==> src/rtl/uart_var_limit_rx.sv <==
// UART receiver with a runtime-programmable bit period.
// rx is double-flopped, the start bit is checked at mid-period and
// every data/parity/stop bit is sampled one full period after that.
//
// state   | meaning
// --------+---------------------------------------------------------
// IDLE    | line idle, waiting for rx_s low
// START   | confirming the start bit at half a bit period
// DATA    | shifting in 8 data bits, LSB first
// PARITY  | checking the parity bit (only when PARITY != 0)
// STOP    | sampling the stop bit, issuing the result strobe
// WAIT_HI | line held low after a framing error, waiting for idle
module uart_var_limit_rx #(
  parameter int DIV_W  = 16,
  parameter int PARITY = 0
) (
  input  logic             clk,
  input  logic             rst,
  input  logic [DIV_W-1:0] baud_div,
  input  logic             rx,
  output logic [7:0]       rx_data,
  output logic             rx_valid,
  output logic             frame_err,
  output logic             parity_err,
  output logic             busy
);

  typedef enum logic [2:0] {
    S_IDLE, S_START, S_DATA, S_PARITY, S_STOP, S_WAIT_HI
  } state_t;

  state_t           state_q, state_d;
  logic             rx_m_q, rx_s_q;
  logic [DIV_W-1:0] div_q, div_d;
  logic [DIV_W-1:0] cnt_q, cnt_d;
  logic [2:0]       bit_idx_q, bit_idx_d;
  logic [7:0]       sh_q, sh_d;
  logic             perr_q, perr_d;
  logic [7:0]       rx_data_q, rx_data_d;
  logic             rx_valid_q, rx_valid_d;
  logic             frame_err_q, frame_err_d;
  logic             parity_err_q, parity_err_d;
  logic             busy_q, busy_d;

  logic [DIV_W-1:0] div_eff;
  logic [DIV_W-1:0] half_m1;
  logic             tick;
  logic             exp_par;

  assign div_eff = (baud_div < DIV_W'(4)) ? DIV_W'(4) : baud_div;
  assign half_m1 = (div_q >> 1) - DIV_W'(1);
  assign tick    = (cnt_q == div_q - DIV_W'(1));
  // Odd parity expects the complement of the data XOR.
  assign exp_par = (PARITY == 2) ? ~^sh_q : ^sh_q;

  // Two-flop synchroniser; resets to the idle line level so reset never looks like a start bit.
  always_ff @(posedge clk or posedge rst) begin
    if (rst) begin
      rx_m_q <= 1'b1;
      rx_s_q <= 1'b1;
    end else begin
      rx_m_q <= rx;
      rx_s_q <= rx_m_q;
    end
  end

  // State and datapath registers.
  always_ff @(posedge clk or posedge rst) begin
    if (rst) begin
      state_q      <= S_IDLE;
      div_q        <= '0;
      cnt_q        <= '0;
      bit_idx_q    <= '0;
      sh_q         <= '0;
      perr_q       <= 1'b0;
      rx_data_q    <= 8'h00;
      rx_valid_q   <= 1'b0;
      frame_err_q  <= 1'b0;
      parity_err_q <= 1'b0;
      busy_q       <= 1'b0;
    end else begin
      state_q      <= state_d;
      div_q        <= div_d;
      cnt_q        <= cnt_d;
      bit_idx_q    <= bit_idx_d;
      sh_q         <= sh_d;
      perr_q       <= perr_d;
      rx_data_q    <= rx_data_d;
      rx_valid_q   <= rx_valid_d;
      frame_err_q  <= frame_err_d;
      parity_err_q <= parity_err_d;
      busy_q       <= busy_d;
    end
  end

  // Next-state, bit counter, shift register and result strobes.
  always_comb begin
    state_d      = state_q;
    div_d        = div_q;
    cnt_d        = tick ? '0 : cnt_q + DIV_W'(1);
    bit_idx_d    = bit_idx_q;
    sh_d         = sh_q;
    perr_d       = perr_q;
    rx_data_d    = rx_data_q;
    rx_valid_d   = 1'b0;
    frame_err_d  = 1'b0;
    parity_err_d = 1'b0;

    case (state_q)
      S_IDLE: begin
        cnt_d = '0;
        if (!rx_s_q) begin
          state_d = S_START;
          div_d   = div_eff;
          perr_d  = 1'b0;
        end
      end
      S_START: begin
        if (cnt_q == half_m1) begin
          cnt_d     = '0;
          bit_idx_d = '0;
          state_d   = rx_s_q ? S_IDLE : S_DATA;
        end
      end
      S_DATA: begin
        if (tick) begin
          sh_d[bit_idx_q] = rx_s_q;
          bit_idx_d       = bit_idx_q + 3'd1;
          if (bit_idx_q == 3'd7) begin
            state_d = (PARITY != 0) ? S_PARITY : S_STOP;
          end
        end
      end
      S_PARITY: begin
        if (tick) begin
          perr_d  = (rx_s_q != exp_par);
          state_d = S_STOP;
        end
      end
      S_STOP: begin
        if (tick) begin
          if (!rx_s_q) begin
            frame_err_d = 1'b1;
            state_d     = S_WAIT_HI;
          end else if (perr_q) begin
            parity_err_d = 1'b1;
            state_d      = S_IDLE;
          end else begin
            rx_data_d  = sh_q;
            rx_valid_d = 1'b1;
            state_d    = S_IDLE;
          end
        end
      end
      S_WAIT_HI: begin
        if (rx_s_q) state_d = S_IDLE;
      end
      default: state_d = S_IDLE;
    endcase

    busy_d = (state_d != S_IDLE);
  end

  assign rx_data    = rx_data_q;
  assign rx_valid   = rx_valid_q;
  assign frame_err  = frame_err_q;
  assign parity_err = parity_err_q;
  assign busy       = busy_q;

endmodule

==> config.mk <==
export PLATFORM = sky130hd
export DESIGN_NAME = uart_var_limit_rx
export DESIGN_NICKNAME = d
export VERILOG_FILES = /design/src/rtl/uart_var_limit_rx.sv
export SDC_FILE = /design/constraint.sdc
export NUM_CORES = 1
export LEC_CHECK = 0
export ABC_AREA = 1
export CORE_MARGIN = 2
export CORE_UTILIZATION = 47
export CTS_CLUSTER_DIAMETER = 60
export DETAILED_ROUTE_END_ITERATION = 7
export DONT_BUFFER_PORTS = 1
export GPL_TIMING_DRIVEN = 0
export HOLD_SLACK_MARGIN = 0.02
export PLACE_DENSITY = 0.67
export SLEW_MARGIN = 20
export SYNTH_ARGS = -nofsm -noshare
export SYNTH_HDL_FRONTEND = slang
export SYNTH_SLANG_ARGS = --single-unit
==> constraint.sdc <==
create_clock -name clk -period 2.2 [get_ports clk]
set_clock_uncertainty 0.15 [all_clocks]
set_input_delay 0.33 -clock clk [delete_from_list [all_inputs] [get_ports clk]]
set_output_delay 0.33 -clock clk [all_outputs]
set_load 0.05 [all_outputs]
==> reports/qor.tcl <==
set qor(run_status) {finished with violations}
set qor(violations) {setup timing}
set qor(postRouteAntennaNets) 0
set qor(ordered_list_of_cells_on_the_worst_path) {buf_12 > buf_4 > or2_4 > nand2_1 > nand2_1 > nand2_2 > nand3_2 > nor2_4 > nand3_4 > nor2_8 > nand3_4 > nor2_4 > buf_4}
set qor(clock-root-buffer) {sky130_fd_sc_hd__clkbuf_8}
set qor(post_syn_instances) 647
set qor(io-pin-count) 31
set qor(timing_max_transition_violations_final) 0
set qor(max_clock_freq_ghz) 0.407
set qor(min_from) {baud_div[2]}
set qor(timing.reg2reg.setup_slack_ns) -0.25
set qor(synthesized_cell_area_mm2) 0.00442
set qor(min_path_cells) 2
set qor(grt_pass1_wl_um) 20600
set qor(syn_nets) 671
set qor(min_to) {div_q[2]$_DFFE_PP0P_}
set qor(antenna_diode_instance_count) 0
set qor(synthArstFlopShare_pct) 100
set qor(final_nets) 726
set qor(layout_worst_path_cycle_share_pct) 112
set qor(number_of_sinks_handled_by_clock_tree_synthesis) 61
set qor(groute.usage.overall_pct) 25.8
set qor(rsz0062_at_grt) {yes}
set qor(setup-tns-final_ns) -7.54
set qor(cp.arrival_ns) 2.60
set qor(critPathRequiredTime_ns) 2.34
set qor(drc) 0
set qor(clockBufferDepth) 2
set qor(clkTransAtPathRegs_ns) 0.08
set qor(die-height_um) 101
set qor(synthFlopType) {sky130_fd_sc_hd__dfrtp_1}
set qor(detailed_place_hpwl_um) 8600
set qor(cts_inserted_buffers) 9
set qor(grt_pass1_vias) 4278
set qor(htree_num_levels) 3
set qor(synth_sequential_area_ratio_pct) 34.6
set qor(cell_leakage_power_nw) 2.70
set qor(global_route.overflow_total) 0
set qor(grt_max_degree) 36
set qor(hold_viol_final) 0
set qor(layout-drive-gt1-share_pct) 23.8
set qor(timing.critical_path.to_type) {flip-flop}
set qor(worstHoldPathType) {input port to flip-flop}
set qor(die_width_um) 101
set qor(ff2ff_path_depth) 13
set qor(start_kind) {flip-flop}
set qor(clock_latency_ns) 0.35
set qor(pwr_density_cell_mw_per_mm2) 1000
set qor(area_growth_syn_to_layout_pct) 26.5
set qor(avgRoutedWirePerCell_um) 14.7
set qor(initial_core_util_pct) 48.0
set qor(rr_startpoint) {div_q[2]$_DFFE_PP0P_}
set qor(max_stage_delay_ns) 0.44
set qor(edff_count_synth) 0
set qor(drt_iter0_drc) 260
set qor(setup_viol_count_final) 43
set qor(crit_slowest_cell) {sky130_fd_sc_hd__dfrtp_2}
set qor(distinct_cell_type_count_after_synthesis) 38
set qor(antenna_violations_before_repair) 0
set qor(via_to_cell_ratio) 5.28
set qor(vdd_drop_max_mv) 0.485
set qor(post-route-util_pct) 60.8
set qor(synth_area_per_cell_um2) 6.83
set qor(worst_pin_slew_ns) 0.724
set qor(io_buffer_count) 0
set qor(gp_congestion) 0.928
set qor(clock_tree_from_tritoncts) {built}
set qor(synth_seq_cells) 61
set qor(timing.max_slew.rel_slack_pct) 51.7
set qor(routed_wirelength_um) 12100
set qor(setup.worst_path.class) {flip-flop to flip-flop}
set qor(fin_ws_ns) -0.255
set qor(core_area_mm2) 0.00920
set qor(max_cap_violations) 0
set qor(timing.critical_path.fanout_max) 6
set qor(num_rows) 35
set qor(detailroute.via_count) 4323
set qor(detail_route.first_pass.iterations) 5
set qor(floorplan.die_area_mm2) 0.0102
set qor(synth_warnings) 0
set qor(regToRegEndpoint) {rx_valid$_DFF_PP0_}
set qor(fillerInstances) 801
set qor(layout_min_cycle_time_ns) 2.45
## critical path: cells and delay by family (launching register included)
kind	cells	cell delay, ns
and+or+nand+nor	10	1.41
DFF	1	0.44
buffers and inverters	3	0.40
## flip-flops by register name (all words and copies together), names as in the netlist
register / flops
rx_data: 8
perr_q: 1
state_q: 3
frame_err: 1
rx_m_q: 1
rx_valid: 1
div_q: 16
rx_s_q: 1
sh_q: 8
cnt_q: 16
busy: 1
parity_err: 1
bit_idx_q: 3
## layer usage
layer	share of wire (%)	track usage, %	up-vias
li1	-	-	2145
met1	45	34.9	2039
met2	48	42.1	121
met3	5.1	4.85	18
met4	1.7	8.00	0
met5	0	0	-
## cell families (layout without fill, tap and decap cells)
group | count (synthesis) | in the layout | synth area share [%]
buffers and inverters | 101 | 159 | 8.84
AND/OR/NAND/NOR | 394 | 396 | 41.3
AO/OA/AOI/OAI | 44 | 44 | 5.21
adder cells (fa/ha/maj) | 5 | 5 | 1.42
XOR/XNOR | 42 | 42 | 8.64
flip-flops | 61 | 61 | 34.6
## cell usage after synthesis, types with 2 or more instances
library cell	n	area [µm²]
sky130_fd_sc_hd__nand3_4	2	35.0
sky130_fd_sc_hd__o21ai_0	24	120
sky130_fd_sc_hd__clkbuf_1	6	22.5
sky130_fd_sc_hd__inv_2	13	48.8
sky130_fd_sc_hd__nor2_4	7	78.8
sky130_fd_sc_hd__nor2_1	72	270
sky130_fd_sc_hd__nor4_1	3	18.8
sky130_fd_sc_hd__xnor2_1	19	166
sky130_fd_sc_hd__nand3_1	58	290
sky130_fd_sc_hd__nor2_8	2	40.0
sky130_fd_sc_hd__nor2_2	13	81.3
sky130_fd_sc_hd__o21ai_1	11	55.1
sky130_fd_sc_hd__nand2_1	190	713
sky130_fd_sc_hd__inv_1	76	285
sky130_fd_sc_hd__dfrtp_1	59	1480
sky130_fd_sc_hd__buf_2	2	10.0
sky130_fd_sc_hd__xor2_1	22	193
sky130_fd_sc_hd__nand3b_1	5	37.5
sky130_fd_sc_hd__a21oi_1	5	25.0
sky130_fd_sc_hd__ha_1	5	62.6
sky130_fd_sc_hd__nand4_1	14	87.6
sky130_fd_sc_hd__nor3_1	13	65.1
sky130_fd_sc_hd__dfstp_2	2	52.6
sky130_fd_sc_hd__nand2_2	8	50.1
sky130_fd_sc_hd__or2_2	3	18.8
## worst max path at each step
stage / startpoint / endpoint / slack [ns] / cells after the start
6_report: div_q[2]$_DFFE_PP0P_ / rx_valid$_DFF_PP0_ / -0.25 / 13
5_1_grt: div_q[2]$_DFFE_PP0P_ / rx_data[2]$_DFFE_PP0P_ / -0.37 / 14
4_1_cts: div_q[0]$_DFFE_PP0P_ / rx_data[5]$_DFFE_PP0P_ / -0.18 / 14
3_5_place_dp: div_q[6]$_DFFE_PP0P_ / cnt_q[10]$_DFF_PP0_ / -0.52 / 11
3_3_place_gp: div_q[6]$_DFFE_PP0P_ / cnt_q[10]$_DFF_PP0_ / -0.50 / 11
2_1_floorplan: div_q[0]$_DFFE_PP0P_ / sh_q[4]$_DFFE_PP0P_ / -0.008 / 16
## repair_timing
item	in CTS	in global routing
hold buffers	17	0
endpoints found under the setup margin	58	58
buffers inserted	21	4
pin swaps	28	19
resized for setup	78	21
cloned	2	0
endpoints found under the hold margin	64	0
## cell usage in the layout, fill, tap and decap left out, types with 17 or more instances in the layout
cell / synthesis / routed
sky130_fd_sc_hd__buf_4: 0 / 18
sky130_fd_sc_hd__nand3_1: 58 / 46
sky130_fd_sc_hd__xnor2_1: 19 / 17
sky130_fd_sc_hd__nand2_1: 190 / 172
sky130_fd_sc_hd__xor2_1: 22 / 21
sky130_fd_sc_hd__inv_1: 76 / 71
sky130_fd_sc_hd__nor2_1: 72 / 59
sky130_fd_sc_hd__dlygate4sd3_1: 0 / 17
sky130_fd_sc_hd__dfrtp_1: 59 / 53
sky130_fd_sc_hd__nand2_2: 8 / 21
sky130_fd_sc_hd__nor2_4: 7 / 18
## metrics by stage
stage	cell area (µm²)	hold WS, ns	cells	setup WS, ns	total power [W]
final	5590	0.0319	818	-0.255	0.00561
after detailed placement	4620	0.0606	759	-0.523	0.00380
after floorplan	4460	0.184	647	-0.00784	0.00332
after CTS	5470	0.0202	815	-0.184	0.00545
after global routing	5590	0.0664	818	-0.368	0.00602
after global placement	4590	0.185	758	-0.504	0.00375
## power by group
part | total (W) | switching, W | internal, W
combinational | 0.00282 | 0.00169 | 0.00112
sequential | 0.00164 | 0.000324 | 0.00132
clock | 0.00115 | 0.000506 | 0.000644
total | 0.00561 | 0.00252 | 0.00308
## area by class of cell
cell class | count | area (µm²) | share of cell area (%)
Buffer | 10 | 53.8 | 0.963
Clock buffer | 9 | 124 | 2.22
Clock inverter | 7 | 98.8 | 1.77
Inverter | 90 | 347 | 6.20
Multi-Input combinational cell | 487 | 2870 | 51.3
Sequential cell | 61 | 1540 | 27.6
Tap cell | 111 | 139 | 2.48
Timing Repair Buffer | 43 | 422 | 7.54
Note: power is estimated with default switching activity, not from simulation.
